**src/rtl/calibration_sequencer.sv**
```systemverilog
// LED calibration sequencer: walks address bits k, serves the per-LED colour pattern and fires
// one capture step per bit. Optional per-step watchdog enabled by `define CAL_SEQ_TIMEOUT_EN.
module calibration_sequencer #(
  parameter int          NUM_LEDS          = 50,
  parameter int          LED_ADDRESS_WIDTH = 10,
  parameter int          NUM_BITS          = 10,
  parameter int          SETTLE_FRAMES     = 2,
  parameter logic [23:0] COLOR_0           = 24'h00FF00,
  parameter logic [23:0] COLOR_1           = 24'hFF0000,
  parameter logic [23:0] COLOR_IDLE        = 24'h000000,
  parameter int          TIMEOUT_CYCLES    = 50000000,
  localparam int         KW                = $clog2(NUM_BITS + 1)
) (
  input  logic                         clk_pixel,
  input  logic                         rst,
  input  logic                         start_calibration,
  input  logic                         abort,
  input  logic                         led_frame_done,
  input  logic [1:0]                   step_state_in,
  input  logic                         led_req_valid,
  input  logic [LED_ADDRESS_WIDTH-1:0] led_req_index,
  output logic                         start_calibration_step,
  output logic                         should_overwrite_latch,
  output logic [23:0]                  led_color_out,
  output logic                         led_color_valid,
  output logic [KW-1:0]                bit_index,
  output logic                         busy,
  output logic                         done,
  output logic                         error
);

  localparam int LAW = LED_ADDRESS_WIDTH;
  localparam int SW  = $clog2(SETTLE_FRAMES + 1);
  localparam logic [KW-1:0]  LAST_K      = KW'(NUM_BITS - 1);
  localparam logic [SW-1:0]  LAST_SETTLE = SW'(SETTLE_FRAMES - 1);
  localparam logic [LAW:0]   NUM_LEDS_W  = (LAW + 1)'(NUM_LEDS);

  typedef enum logic [2:0] {
    ST_IDLE, ST_SHOW, ST_FIRE, ST_WAIT_BUSY, ST_WAIT_DONE, ST_DONE
  } state_t;

  state_t        state_r, state_next_s;
  logic [KW-1:0] k_r, k_next_s;
  logic [SW-1:0] settle_r, settle_next_s;
  logic          start_d_r, start_edge_s, start_accept_s, timeout_hit_s, busy_next_s;
  logic          start_step_r, done_r, busy_r, overwrite_r, color_valid_r;
  logic [23:0]   color_r;
  logic [LAW:0]  addr_s, addr_shift_s;

  assign start_edge_s   = start_calibration & ~start_d_r;
  assign start_accept_s = (state_r == ST_IDLE) && start_edge_s && !abort;

  // Next-state logic; abort and watchdog override the normal sequence.
  always_comb begin
    state_next_s  = state_r;
    k_next_s      = k_r;
    settle_next_s = settle_r;
    case (state_r)
      ST_IDLE: begin
        if (start_accept_s) begin
          state_next_s  = ST_SHOW;
          k_next_s      = {KW{1'b0}};
          settle_next_s = {SW{1'b0}};
        end else begin
          state_next_s = ST_IDLE;
        end
      end
      ST_SHOW: begin
        if (led_frame_done) begin
          if (settle_r == LAST_SETTLE) state_next_s = ST_FIRE;
          else settle_next_s = settle_r + SW'(1);
        end else begin
          settle_next_s = settle_r;
        end
      end
      ST_FIRE: state_next_s = ST_WAIT_BUSY;
      ST_WAIT_BUSY: begin
        if (step_state_in != 2'd0) state_next_s = ST_WAIT_DONE;
        else state_next_s = ST_WAIT_BUSY;
      end
      ST_WAIT_DONE: begin
        if (step_state_in == 2'd0) begin
          if (k_r == LAST_K) begin
            state_next_s = ST_DONE;
          end else begin
            state_next_s  = ST_SHOW;
            k_next_s      = k_r + KW'(1);
            settle_next_s = {SW{1'b0}};
          end
        end else begin
          state_next_s = ST_WAIT_DONE;
        end
      end
      ST_DONE: state_next_s = ST_IDLE;
      default: state_next_s = ST_IDLE;
    endcase
    if (timeout_hit_s) state_next_s = ST_IDLE;
    else state_next_s = state_next_s;
    if (abort && (state_r != ST_IDLE)) state_next_s = ST_IDLE;
    else state_next_s = state_next_s;
  end

  assign busy_next_s = (state_next_s != ST_IDLE) && (state_next_s != ST_DONE);

  // Sequencer state plus registered control outputs derived from the next state.
  always_ff @(posedge clk_pixel) begin
    if (rst) begin
      state_r      <= ST_IDLE;
      k_r          <= {KW{1'b0}};
      settle_r     <= {SW{1'b0}};
      start_d_r    <= 1'b0;
      start_step_r <= 1'b0;
      done_r       <= 1'b0;
      busy_r       <= 1'b0;
      overwrite_r  <= 1'b0;
    end else begin
      state_r      <= state_next_s;
      k_r          <= k_next_s;
      settle_r     <= settle_next_s;
      start_d_r    <= start_calibration;
      start_step_r <= (state_next_s == ST_FIRE);
      done_r       <= (state_next_s == ST_DONE);
      busy_r       <= busy_next_s;
      overwrite_r  <= busy_next_s && (k_next_s == {KW{1'b0}});
    end
  end

  // Address 0 is reserved for "no LED", hence the +1 at one extra bit.
  assign addr_s       = {1'b0, led_req_index} + (LAW + 1)'(1);
  assign addr_shift_s = addr_s >> k_r;

  // One-cycle colour lookup pipeline.
  always_ff @(posedge clk_pixel) begin
    if (rst) begin
      color_r       <= 24'h000000;
      color_valid_r <= 1'b0;
    end else begin
      color_valid_r <= led_req_valid;
      if (!busy_r || ({1'b0, led_req_index} >= NUM_LEDS_W)) color_r <= COLOR_IDLE;
      else if (addr_shift_s[0]) color_r <= COLOR_1;
      else color_r <= COLOR_0;
    end
  end

`ifdef CAL_SEQ_TIMEOUT_EN
  localparam int TW = $clog2(TIMEOUT_CYCLES + 1);
  localparam logic [TW-1:0] TIMER_LAST = TW'(TIMEOUT_CYCLES - 1);
  logic [TW-1:0] timer_r;
  logic          error_r, timed_s;

  assign timed_s       = (state_r == ST_SHOW) || (state_r == ST_WAIT_BUSY) || (state_r == ST_WAIT_DONE);
  assign timeout_hit_s = timed_s && (timer_r == TIMER_LAST);

  // Per-state watchdog; error stays set until reset or the next accepted start.
  always_ff @(posedge clk_pixel) begin
    if (rst) begin
      timer_r <= {TW{1'b0}};
      error_r <= 1'b0;
    end else begin
      if (!timed_s || (state_next_s != state_r)) timer_r <= {TW{1'b0}};
      else timer_r <= timer_r + TW'(1);
      if (timeout_hit_s) error_r <= 1'b1;
      else if (start_accept_s) error_r <= 1'b0;
      else error_r <= error_r;
    end
  end

  assign error = error_r;
`else
  assign timeout_hit_s = 1'b0;
  assign error         = 1'b0;
`endif

  assign start_calibration_step = start_step_r;
  assign should_overwrite_latch = overwrite_r;
  assign led_color_out          = color_r;
  assign led_color_valid        = color_valid_r;
  assign bit_index              = k_r;
  assign busy                   = busy_r;
  assign done                   = done_r;

endmodule

```
**config.mk**
```make
export PLATFORM = sky130hd
export DESIGN_NAME = calibration_sequencer
export DESIGN_NICKNAME = d
export VERILOG_FILES = /design/src/rtl/calibration_sequencer.sv
export SDC_FILE = /design/constraint.sdc
export NUM_CORES = 1
export LEC_CHECK = 0
export ABC_AREA = 1
export BUFFER_PORTS_ARGS = -buffer_cell sky130_fd_sc_hd__buf_2
export CAP_MARGIN = 10
export CORE_UTILIZATION = 42
export DETAILED_ROUTE_END_ITERATION = 8
export GPL_ROUTABILITY_DRIVEN = 0
export PLACE_DENSITY = 0.77
export SETUP_SLACK_MARGIN = 0.02
export SLEW_MARGIN = 5
export SYNTH_ARGS = -nofsm -noshare
export SYNTH_HDL_FRONTEND = slang
export SYNTH_SLANG_ARGS = --single-unit
export TNS_END_PERCENT = 1
```
**constraint.sdc**
```tcl
create_clock -name clk_pixel -period 1.3 [get_ports clk_pixel]
set_input_delay 0.065 -clock clk_pixel [delete_from_list [all_inputs] [get_ports clk_pixel]]
set_output_delay 0.065 -clock clk_pixel [all_outputs]
set_load 0.02 [all_outputs]
```
==> impl_metrics.toml <==
[routing]
wirelength_met1_mm = 1.46
highest-signal-layer = "met4"
routed-wl-met3_um = 165
antenna_violating_nets_post_route = 0
initialDrtViolationCount = 68
routed_wire_length_per_instance_um = 10.2
route.detailed.drc = 0
drt-total-wl_mm = 3.31
detail_route.first_pass.iterations = 4
wl_met2_mm = 1.63
vias_cell = 4.70
route.vias.total = 1528

[placement]
preCtsSetupSlack_ns = -0.0811
place.detailed.instances = 318
post-dp-hpwl_mm = 2.61
io_buffers = 42

[global_routing]
first_global_vias = 1264
antenna_found_initial = 0
grt_remaining_overflow = 0
all_layer_global_routing_usage = 0.189
grt_first_pass_wirelength_mm = 5.27
grt_start_max_net_pins = 11

[floorplanning]
die_x_um = 60.5
die_area_mm2 = 0.00365
core_mm2 = 0.00315
die_height_um = 60.5
initial_utilization = 0.455
fp-row-count = 20
top_level_ports = 52

[critical_path]
critPathMaxStageDelay_ns = 0.36
critical_path.reg2reg.endpoint = "should_overwrite_latch"
crit_fanout = 4
crit_path_frequent_cell = "sky130_fd_sc_hd__nand3_1"
ff2ff_path_depth = 7
worstPathArrival_ns = 1.60
criticalPathCategory = "flop to flop"
cp_cell_sequence = "nor2_2, nand4_1, nand3_1, o21ai_0, inv_1, nand3_1, a21oi_2"
worst-r2r-setup-slack_ns = -0.06
critPathLaunchType = "flop"
critPathBufInv = 1
setup.worst_path.end_class = "flop"
cp_slowest_cell = "sky130_fd_sc_hd__dfxtp_2"
critPathTopFamily = "simple AND/OR/NAND/NOR gates"
worst_r2r_startpoint = "state_r[1]"
crit_required_ns = 1.54

[cts]
tritoncts_num_sinks = 17
cts.htree.levels = 1
cts-root-to-sink-buffers = 2
cts_tree = "yes"
cts-buffers-inserted = 3
root_buffer = "sky130_fd_sc_hd__clkbuf_4"
clkLatencyLatePin_ns = 0.30
worst_setup_hold_path_clk_slew_ns = 0.11

[sta]
report.final.setup_viol = 7
hold_violations = 0
final_critical_path_setup_slack_ns = -0.0618
summed_negative_setup_slack_over_all_endpoints_ns = -0.168
unrepaired_setup_endpoints_after_global_routing = "yes"
final_period_minus_worst_setup_slack_ns = 1.36
finalCritPeriodShare = 1.05
finalClockSkew_ns = 0.00850
slew_violations = 0
achievable-frequency_mhz = 734

[pwr]
p_sw_mw = 0.376
vdd.ir_drop.worst_uv = 398
total_leakage_power_nw = 1.03
pwr-share-comb = 0.266
power-per-cell-area_mw_per_mm2 = 602
p_sw_frac = 0.327
power_report.internal_total_mw = 0.772
clock_power_share = 0.254
sequentialPowerShare = 0.480

[yosys]
post_synth_instance_area_mm2 = 0.00144
ys_warnings = 0
syn_area_per_cell_um2 = 6.41
ys_seq_area_frac = 0.237
synth_most_common_cell = "sky130_fd_sc_hd__nand2_1"
most_numerous_cell_types_in_the_synthesized_netlist = "sky130_fd_sc_hd__nand2_1 (50), sky130_fd_sc_hd__inv_1 (33), sky130_fd_sc_hd__nor2_1 (24), sky130_fd_sc_hd__buf_4 (23), sky130_fd_sc_hd__nand3_1 (18)"
synth-main-ff-cell = "sky130_fd_sc_hd__dfxtp_1"
yosysUniqueCellTypes = 30
asyncSetResetFlopFracSynth = 0
synthDominantCellAreaShare = 0.237
postSynthRegisterBits = 17
post_synth_main_area_contributors = "sky130_fd_sc_hd__dfxtp_1 (24%), sky130_fd_sc_hd__nand2_1 (13%), sky130_fd_sc_hd__buf_4 (12%), sky130_fd_sc_hd__inv_1 (8.6%), sky130_fd_sc_hd__nand3_1 (6.3%)"
netlist_instances = 224
netlist.top_cell.by_area = "sky130_fd_sc_hd__dfxtp_1"
synth_edf_count = 0

[final_layout]
design.final.nets = 305
final_cell_count_without_fillers = 325
post_route_cells_drive_above_1_share = 0.423
area_growth_pct = 32.9
antenna_cells = 0

[worst_hold_path]
hold_depth = 2
hold_path_startpoint = "rst"
worst_hold_path_type = "input port to flop"
whs_endpoint = "settle_r[1]"

[outcome]
violations_in_the_final_reports = "setup timing"
status = "finished with violations"

[job]
timing.max_cap.violations = 0
-- timing repair --
action | in CTS | in global routing
hold endpoints to repair | 2 | 0
pin swaps | 7 | 10
hold buffers | 2 | 0
setup endpoints to repair | 11 | 15
setup buffers | 2 | 0
gates resized for setup | 8 | 22
-- state kept, by name, summed over array words and instances, names as in the netlist --
register and flops:
led_color_valid 1, start_calibration_step 1, settle_r 2, led_color_out 2
should_overwrite_latch 1, state_r 3, start_d_r 1, bit_index 4
done 1, busy 1
-- per-stage QoR --
stage / instance area, µm² / power [mW] / hold slack (ns) / util
6_report: 1910 / 1.15 / 0.0537 / 0.605
5_1_grt: 1910 / 1.21 / 0.0486 / 0.605
4_1_cts: 1850 / 1.14 / 0.0474 / 0.587
3_5_place_dp: 1770 / 0.840 / 0.274 / 0.563
3_3_place_gp: 1770 / 0.834 / 0.265 / 0.563
2_1_floorplan: 1500 / 0.748 / 0.172 / -
-- cell usage in the layout (no fill, tap or decap), types with 2 or more instances in the layout --
cell / instances
sky130_fd_sc_hd__nand2_1: 48
sky130_fd_sc_hd__buf_2: 42
sky130_fd_sc_hd__inv_1: 30
sky130_fd_sc_hd__buf_4: 24
sky130_fd_sc_hd__nor2_1: 21
sky130_fd_sc_hd__nand3_1: 16
sky130_fd_sc_hd__dfxtp_1: 11
sky130_fd_sc_hd__conb_1: 9
sky130_fd_sc_hd__inv_2: 6
sky130_fd_sc_hd__o21ai_2: 6
sky130_fd_sc_hd__nand3_2: 5
sky130_fd_sc_hd__nor2_2: 4
sky130_fd_sc_hd__o21ai_0: 4
sky130_fd_sc_hd__nand2_2: 4
sky130_fd_sc_hd__a21oi_1: 4
sky130_fd_sc_hd__nand4_1: 4
sky130_fd_sc_hd__a21oi_2: 4
sky130_fd_sc_hd__ha_1: 4
sky130_fd_sc_hd__nor2_4: 3
sky130_fd_sc_hd__o21ai_1: 3
sky130_fd_sc_hd__dfxtp_4: 3
sky130_fd_sc_hd__clkbuf_4: 3
sky130_fd_sc_hd__dfxtp_2: 3
sky130_fd_sc_hd__nand3_4: 2
sky130_fd_sc_hd__a21oi_4: 2
sky130_fd_sc_hd__nor3_2: 2
sky130_fd_sc_hd__dlygate4sd3_1: 2
sky130_fd_sc_hd__buf_6: 2
-- metal layers --
metal,vias up,GRT usage
met5,-,0
met4,0,0.0584
met3,9,0.0299
met2,57,0.331
met1,670,0.236
li1,792,-
-- how the worst max path moves through the flow --
| stage | startpoint | to | slack (ns) | depth (start not counted) |
|---|---|---|---|---|
| detailed placement | state_r[0] | should_overwrite_latch | -0.08 | 9 |
| CTS | bit_index[1] | should_overwrite_latch | -0.06 | 10 |
| floorplan | bit_index[1] | should_overwrite_latch | -0.09 | 10 |
| global placement | state_r[0] | should_overwrite_latch | -0.08 | 9 |
| global route | state_r[0] | should_overwrite_latch | -0.17 | 9 |
| finish | state_r[1] | should_overwrite_latch | -0.06 | 7 |
-- cells by family after synthesis --
logic type,count (synthesis),synth area share
flip-flops,17,0.237
XOR/XNOR,1,0.00610
buffers and inverters,62,0.223
AND/OR/NAND/NOR,112,0.368
AO/OA/AOI/OAI,26,0.119
adder cells (fa/ha/maj),5,0.0436
other,1,0.00261
-- final cells by class --
class / count / area, µm²
multi-input cells: 153 / 895
flip-flops and latches: 17 / 355
clock buffers: 3 / 22.5
inverters: 37 / 141
well taps: 44 / 55.1
fillers: 312 / 1250
clock inverters: 1 / 5.00
repair buffers: 70 / 433
-- worst reg2reg max path: cells and delay by family, from the launching register on --
family / cells / cell delay (ns)
AOI/OAI and AO/OA: 2 / 0.19
buffers and inverters: 1 / 0.11
DFF: 1 / 0.36
and+or+nand+nor: 4 / 0.65
-- power by group through the flow --
stage               sequential (mW)  combinational (mW)  clock, mW
floorplan                     0.570               0.179          0
global placement              0.561               0.273          0
detailed placement            0.561               0.279          0
CTS                           0.550               0.293      0.302
global route                  0.553               0.340      0.321
finish                        0.551               0.305      0.292
(Power assumes the default switching activity.)
